<file path="src/rtl/memory_arbiter.sv">
// memory_arbiter: shares one single-ported memory between the instruction-fetch
// (IF) port and the memory-access (MA) port. Round-robin grant, one transaction
// outstanding at a time, fixed read latency.
//
// Requester handshake: a requester raises req with address (and write data) and
// holds them stable until its ready pulses for exactly one cycle; rdata is valid
// in that cycle and holds until that port's next read completes. A req still
// high in the IDLE cycle after ready starts a new transaction.
module memory_arbiter #(
   parameter int DATA_WIDTH  = 16,
   parameter int ADDR_WIDTH  = 16,
   parameter int MEM_LATENCY = 2
) (
   input  logic                  clk,
   input  logic                  reset,
   input  logic                  if_req,
   input  logic [ADDR_WIDTH-1:0] if_addr,
   output logic                  if_ready,
   output logic [DATA_WIDTH-1:0] if_rdata,
   input  logic                  ma_req,
   input  logic                  ma_we,
   input  logic [ADDR_WIDTH-1:0] ma_addr,
   input  logic [DATA_WIDTH-1:0] ma_wdata,
   output logic                  ma_ready,
   output logic [DATA_WIDTH-1:0] ma_rdata,
   output logic                  mem_en,
   output logic                  mem_we,
   output logic [ADDR_WIDTH-1:0] mem_addr,
   output logic [DATA_WIDTH-1:0] mem_wdata,
   input  logic [DATA_WIDTH-1:0] mem_rdata,
   output logic                  busy
);

   localparam logic [1:0] S_IDLE  = 2'd0;
   localparam logic [1:0] S_ISSUE = 2'd1;
   localparam logic [1:0] S_WAIT  = 2'd2;
   localparam logic [1:0] S_RESP  = 2'd3;

   logic [1:0] state;
   logic       owner_ma;   // 1 = MA owns the current transaction, 0 = IF
   logic       lat_we;     // latched write flag of the current transaction
   logic       prio_ma;    // 1 = MA wins a tie in IDLE
   logic [3:0] cnt;        // read-latency down-counter
   logic       grant_any;
   logic       grant_ma;

   // Round-robin grant decision, only consumed in IDLE.
   always_comb begin
      grant_any = if_req | ma_req;
      grant_ma  = 1'b0;
      if (ma_req && (!if_req || prio_ma)) begin
         grant_ma = 1'b1;
      end
   end

   // Transaction FSM; every output is a register updated here.
   always_ff @(posedge clk) begin
      if (reset) begin
         state     <= S_IDLE;
         owner_ma  <= 1'b0;
         lat_we    <= 1'b0;
         prio_ma   <= 1'b1;
         cnt       <= 4'd0;
         if_ready  <= 1'b0;
         if_rdata  <= '0;
         ma_ready  <= 1'b0;
         ma_rdata  <= '0;
         mem_en    <= 1'b0;
         mem_we    <= 1'b0;
         mem_addr  <= '0;
         mem_wdata <= '0;
         busy      <= 1'b0;
      end else begin
         // Ready outputs are single-cycle pulses.
         if_ready <= 1'b0;
         ma_ready <= 1'b0;
         case (state)
            S_IDLE: begin
               if (grant_any) begin
                  state    <= S_ISSUE;
                  busy     <= 1'b1;
                  owner_ma <= grant_ma;
                  // Point at the requester that lost (or did not ask).
                  prio_ma  <= ~grant_ma;
                  lat_we   <= grant_ma & ma_we;
                  // Memory command is registered so it appears in ISSUE.
                  mem_en   <= 1'b1;
                  mem_we   <= grant_ma & ma_we;
                  mem_addr <= grant_ma ? ma_addr : if_addr;
                  mem_wdata <= (grant_ma && ma_we) ? ma_wdata : '0;
               end
            end
            S_ISSUE: begin
               mem_en    <= 1'b0;
               mem_we    <= 1'b0;
               mem_addr  <= '0;
               mem_wdata <= '0;
               if (lat_we) begin
                  // Only MA can write, so the write completes on MA.
                  state    <= S_RESP;
                  ma_ready <= owner_ma;
                  if_ready <= ~owner_ma;
               end else begin
                  cnt   <= 4'(MEM_LATENCY);
                  state <= S_WAIT;
               end
            end
            S_WAIT: begin
               cnt <= cnt - 4'd1;
               if (cnt == 4'd1) begin
                  // Last wait cycle: memory data is valid now.
                  if (owner_ma) begin
                     ma_rdata <= mem_rdata;
                     ma_ready <= 1'b1;
                  end else begin
                     if_rdata <= mem_rdata;
                     if_ready <= 1'b1;
                  end
                  state <= S_RESP;
               end
            end
            S_RESP: begin
               // Ready is high this cycle; requests are not looked at.
               state <= S_IDLE;
               busy  <= 1'b0;
            end
            default: begin
               state <= S_IDLE;
               busy  <= 1'b0;
            end
         endcase
      end
   end

endmodule

</file>
<file path="config.mk">
export PLATFORM = sky130hd
export DESIGN_NAME = memory_arbiter
export DESIGN_NICKNAME = d
export VERILOG_FILES = /design/src/rtl/memory_arbiter.sv
export SDC_FILE = /design/constraint.sdc
export NUM_CORES = 1
export LEC_CHECK = 0
export ABC_AREA = 1
export CAP_MARGIN = 25
export CELL_PAD_IN_SITES_DETAIL_PLACEMENT = 1
export CELL_PAD_IN_SITES_GLOBAL_PLACEMENT = 1
export CORE_UTILIZATION = 31
export DETAILED_ROUTE_END_ITERATION = 12
export HOLD_SLACK_MARGIN = 0.1
export PLACE_DENSITY = 0.93
export SLEW_MARGIN = 30
export SYNTH_ARGS = -nofsm -noshare
export SYNTH_HDL_FRONTEND = slang
export SYNTH_SLANG_ARGS = --single-unit
</file>
<file path="constraint.sdc">
create_clock -name clk -period 3 [get_ports clk]
set_input_delay 0.6 -clock clk [delete_from_list [all_inputs] [get_ports clk]]
set_output_delay 0.6 -clock clk [all_outputs]
set_load 0.03 [all_outputs]
</file>
==> results_dict.tcl <==
set metrics [dict create \
    finalWorstSetupSlack_ns 0.867 \
    nets 640 \
    cts_setup_buffers 0 \
    die_w_um 104 \
    slew_headroom 0.485 \
    clk_pin_slew_worst_paths_ns 0.08 \
    die_h_um 104 \
    finalCritPeriodShare 0.711 \
    finalSetupTns_ns 0 \
    portBuffers 137 \
    pin_count 138 \
    cp_num_buf_inv 2 \
    clock_path_buffers 2 \
    synth-seq-cells 78 \
    core_mm2 0.00995 \
    endpoint "mem_addr[9]$_SDFFE_PP0P_" \
    leakage_nw 1.94 \
    grt_max_degree 39 \
    cts_tree "yes" \
    pwr-share-comb 0.358 \
    vias 3347 \
    postSynthAreaPerCell_um2 7.47 \
    reg2reg_slack_ns 0.87 \
    min_path_type "reg2reg" \
    vdd_ir_drop_max_mv 0.316 \
    track_usage 0.194 \
    cts_root_buffer "clkbuf_8" \
    dp.cells 686 \
    synth.yosys.seq_area_share 0.483 \
    fin_total_pwr_mw 3.35 \
    max_stage_delay_ns 0.67 \
    startpoint "state[1]$_SDFFE_PP0P_" \
    skew_ns 0.0104 \
    yosysWarnings 0 \
    clock_latency_ns 0.35 \
    slowest_stage "o21ai_2" \
    syn-cell-area_mm2 0.00323 \
    drcViolationCount 0 \
    drtIter0Drc 114 \
    internal_power_mw 2.12 \
    grt_pass1_wl_um 17000 \
    sw_frac_of_total 0.368 \
    diodes 0 \
    grt_pass1_vias 3591 \
    routed_wl_um 10300 \
    path_delay_family "compound AO/OA/AOI/OAI gates" \
    worst-path-max-fanout 19 \
    antenna_found_initial 0 \
    pre_cts_slack_ns 0.689 \
    status "finished clean" \
    synthCells 433 \
    floorplan.initialDensity 0.325 \
    endpoint_kind "register" \
    area_growth_pct 51.7 \
    placementRows 36 \
    via_per_inst 4.77 \
    cts.sinks 78 \
    post_cts_resized 0 \
    dp_hpwl_um 7760 \
    ys_top_cells_by_area "dfxtp_1, a21oi_1, nand2_1" \
    worst_ep_arrival_time_ns 2.40 \
    h-tree-depth 3 \
    die_area_mm2 0.0108 \
    ant_nets 0 \
    grt_overflow 0 \
    yosys.area.top_type_share 0.483 \
    crit_type "reg2reg" \
    wire_per_inst_um 14.6 \
    min_period_ns 2.13 \
    synth_top_area_cell "dfxtp_1" \
    startpoint_type "register" \
    drive_gt1_frac 0.0510 \
    final_max_slew_viol_count 0 \
    rsz0062_at_grt "false" \
    stdcell_count 702 \
    cts_hold_buf 0 \
    r2r-end "mem_addr[9]$_SDFFE_PP0P_" \
    setup_violations 0 \
    required_ns 3.27 \
    ys_types 26 \
    p_per_area_mw_per_mm2 684 \
    path_depth 6 \
    tightest_slew_ns 0.772 \
    syn_nets 509 \
    hold_viol_final 0 \
    cts_made_buffers 9 \
    fmax_ghz 0.469 \
    clock_power_share 0.262 \
    dr.pass1.iters 4 \
    crit_chain "inv_1 -> ha_1 -> o21ai_2 -> buf_4 -> nand2_1 -> a21oi_1" \
    max_cap_viol_count 0 \
    gp_congestion 0.792 \
    rr_startpoint "state[1]$_SDFFE_PP0P_" \
    p_seq_frac 0.380 \
    power_switching_mw 1.23 \
    r2r_cells 6 \
]
flip-flops by register name, summed over array words and instances, names as in the netlist:
| register | count |
|---|---|
| lat_we | 1 |
| if_rdata | 16 |
| cnt | 4 |
| if_ready | 1 |
| state | 2 |
| mem_addr | 16 |
| mem_we | 1 |
| mem_wdata | 16 |
| owner_ma | 1 |
| prio_ma | 1 |
| ma_rdata | 16 |
| mem_en | 1 |
| busy | 1 |
| ma_ready | 1 |
cell families (layout without fill, tap and decap cells):
logic type / Yosys count / after routing / synth area share
AOI/OAI and AO/OA: 100 / 100 / 0.160
xor gates and xnor gates: 1 / 1 / 0.00271
adders and majority gates: 7 / 7 / 0.0271
buffers and inverters: 86 / 222 / 0.113
DFF: 78 / 78 / 0.483
and+or+nand+nor: 161 / 161 / 0.214
worst register-to-register path, stage by stage (launching register included):
cell and delay, ns:
dfxtp_1 0.42, inv_1 0.11, ha_1 0.30, o21ai_2 0.67, buf_4 0.34, nand2_1 0.08, a21oi_1 0.15
per-layer routing:
layer	up-vias	wire (um)	global-route usage
li1	1635	-	-
met1	1570	4380	0.221
met2	128	5050	0.345
met3	14	691	0.0551
met4	0	142	0.0653
met5	-	0	0
per-stage QoR:
stage,hold slack (ns),cell area [um2],utilization
CTS,0.455,4900,0.493
detailed placement,0.436,4680,0.470
global placement,0.430,4680,0.470
finish,0.452,4900,0.493
floorplan,0.427,3230,-
global route,0.481,4900,0.493
cells in the final DEF, fill, tap and decap left out, drive strengths merged:
master | synthesis | final
buf | 10 | 4
o21a | 1 | 1
o31ai | 1 | 1
o21ai | 40 | 40
nand2 | 77 | 77
o2111ai | 1 | 1
clkbuf | 11 | 11
inv | 64 | 64
nand4 | 2 | 2
dfxtp | 78 | 78
clkdlybuf4s50 | 0 | 137
xnor2 | 1 | 1
clkinv | 1 | 4
a21oi | 57 | 57
nand3b | 1 | 1
bufinv | 0 | 2
ha | 7 | 7
nand3 | 39 | 39
nor2 | 42 | 42
power by group through the flow:
stage	Combinational, mW	Clock, mW	Sequential, mW
after floorplan	0.620	0	1.46
after global placement	1.15	0	1.29
after detailed placement	1.20	0	1.30
after CTS	1.21	0.899	1.28
after global routing	1.32	0.951	1.29
final	1.20	0.878	1.28
how the worst min path moves through the flow:
stage	startpoint	slack, ns	cells after the start	end
2_1_floorplan	owner_ma$_SDFFE_PP0P_	0.43	1	if_ready$_SDFF_PP0_
3_3_place_gp	ma_rdata[14]$_SDFFE_PP0P_	0.43	2	ma_rdata[14]$_SDFFE_PP0P_
3_5_place_dp	ma_rdata[13]$_SDFFE_PP0P_	0.44	2	ma_rdata[13]$_SDFFE_PP0P_
4_1_cts	ma_rdata[7]$_SDFFE_PP0P_	0.46	2	ma_rdata[7]$_SDFFE_PP0P_
5_1_grt	ma_rdata[6]$_SDFFE_PP0P_	0.48	2	ma_rdata[6]$_SDFFE_PP0P_
6_report	ma_rdata[6]$_SDFFE_PP0P_	0.45	2	ma_rdata[6]$_SDFFE_PP0P_
layout make-up:
class                   count  area (um2)
repair buffers            141        1400
flip-flops and latches     78        1560
clock inverters             5        82.6
fillers                  1213        5050
inverters                  65         244
well taps                 133         166
multi-input cells         269        1310
clock buffers              11         141
cell usage after synthesis:
| cell type | n |
|---|---|
| a21oi_1 | 57 |
| buf_2 | 4 |
| buf_4 | 2 |
| buf_6 | 4 |
| clkbuf_1 | 11 |
| clkinv_1 | 1 |
| dfxtp_1 | 78 |
| ha_1 | 7 |
| inv_1 | 62 |
| inv_2 | 2 |
| nand2_1 | 76 |
| nand2_2 | 1 |
| nand3_1 | 38 |
| nand3_2 | 1 |
| nand3b_1 | 1 |
| nand4_1 | 1 |
| nand4_2 | 1 |
| nor2_1 | 39 |
| nor2_2 | 1 |
| nor2_4 | 2 |
| o2111ai_1 | 1 |
| o21a_1 | 1 |
| o21ai_0 | 38 |
| o21ai_2 | 2 |
| o31ai_1 | 1 |
| xnor2_1 | 1 |
No activity file was read; power rests on OpenSTA's default activity.
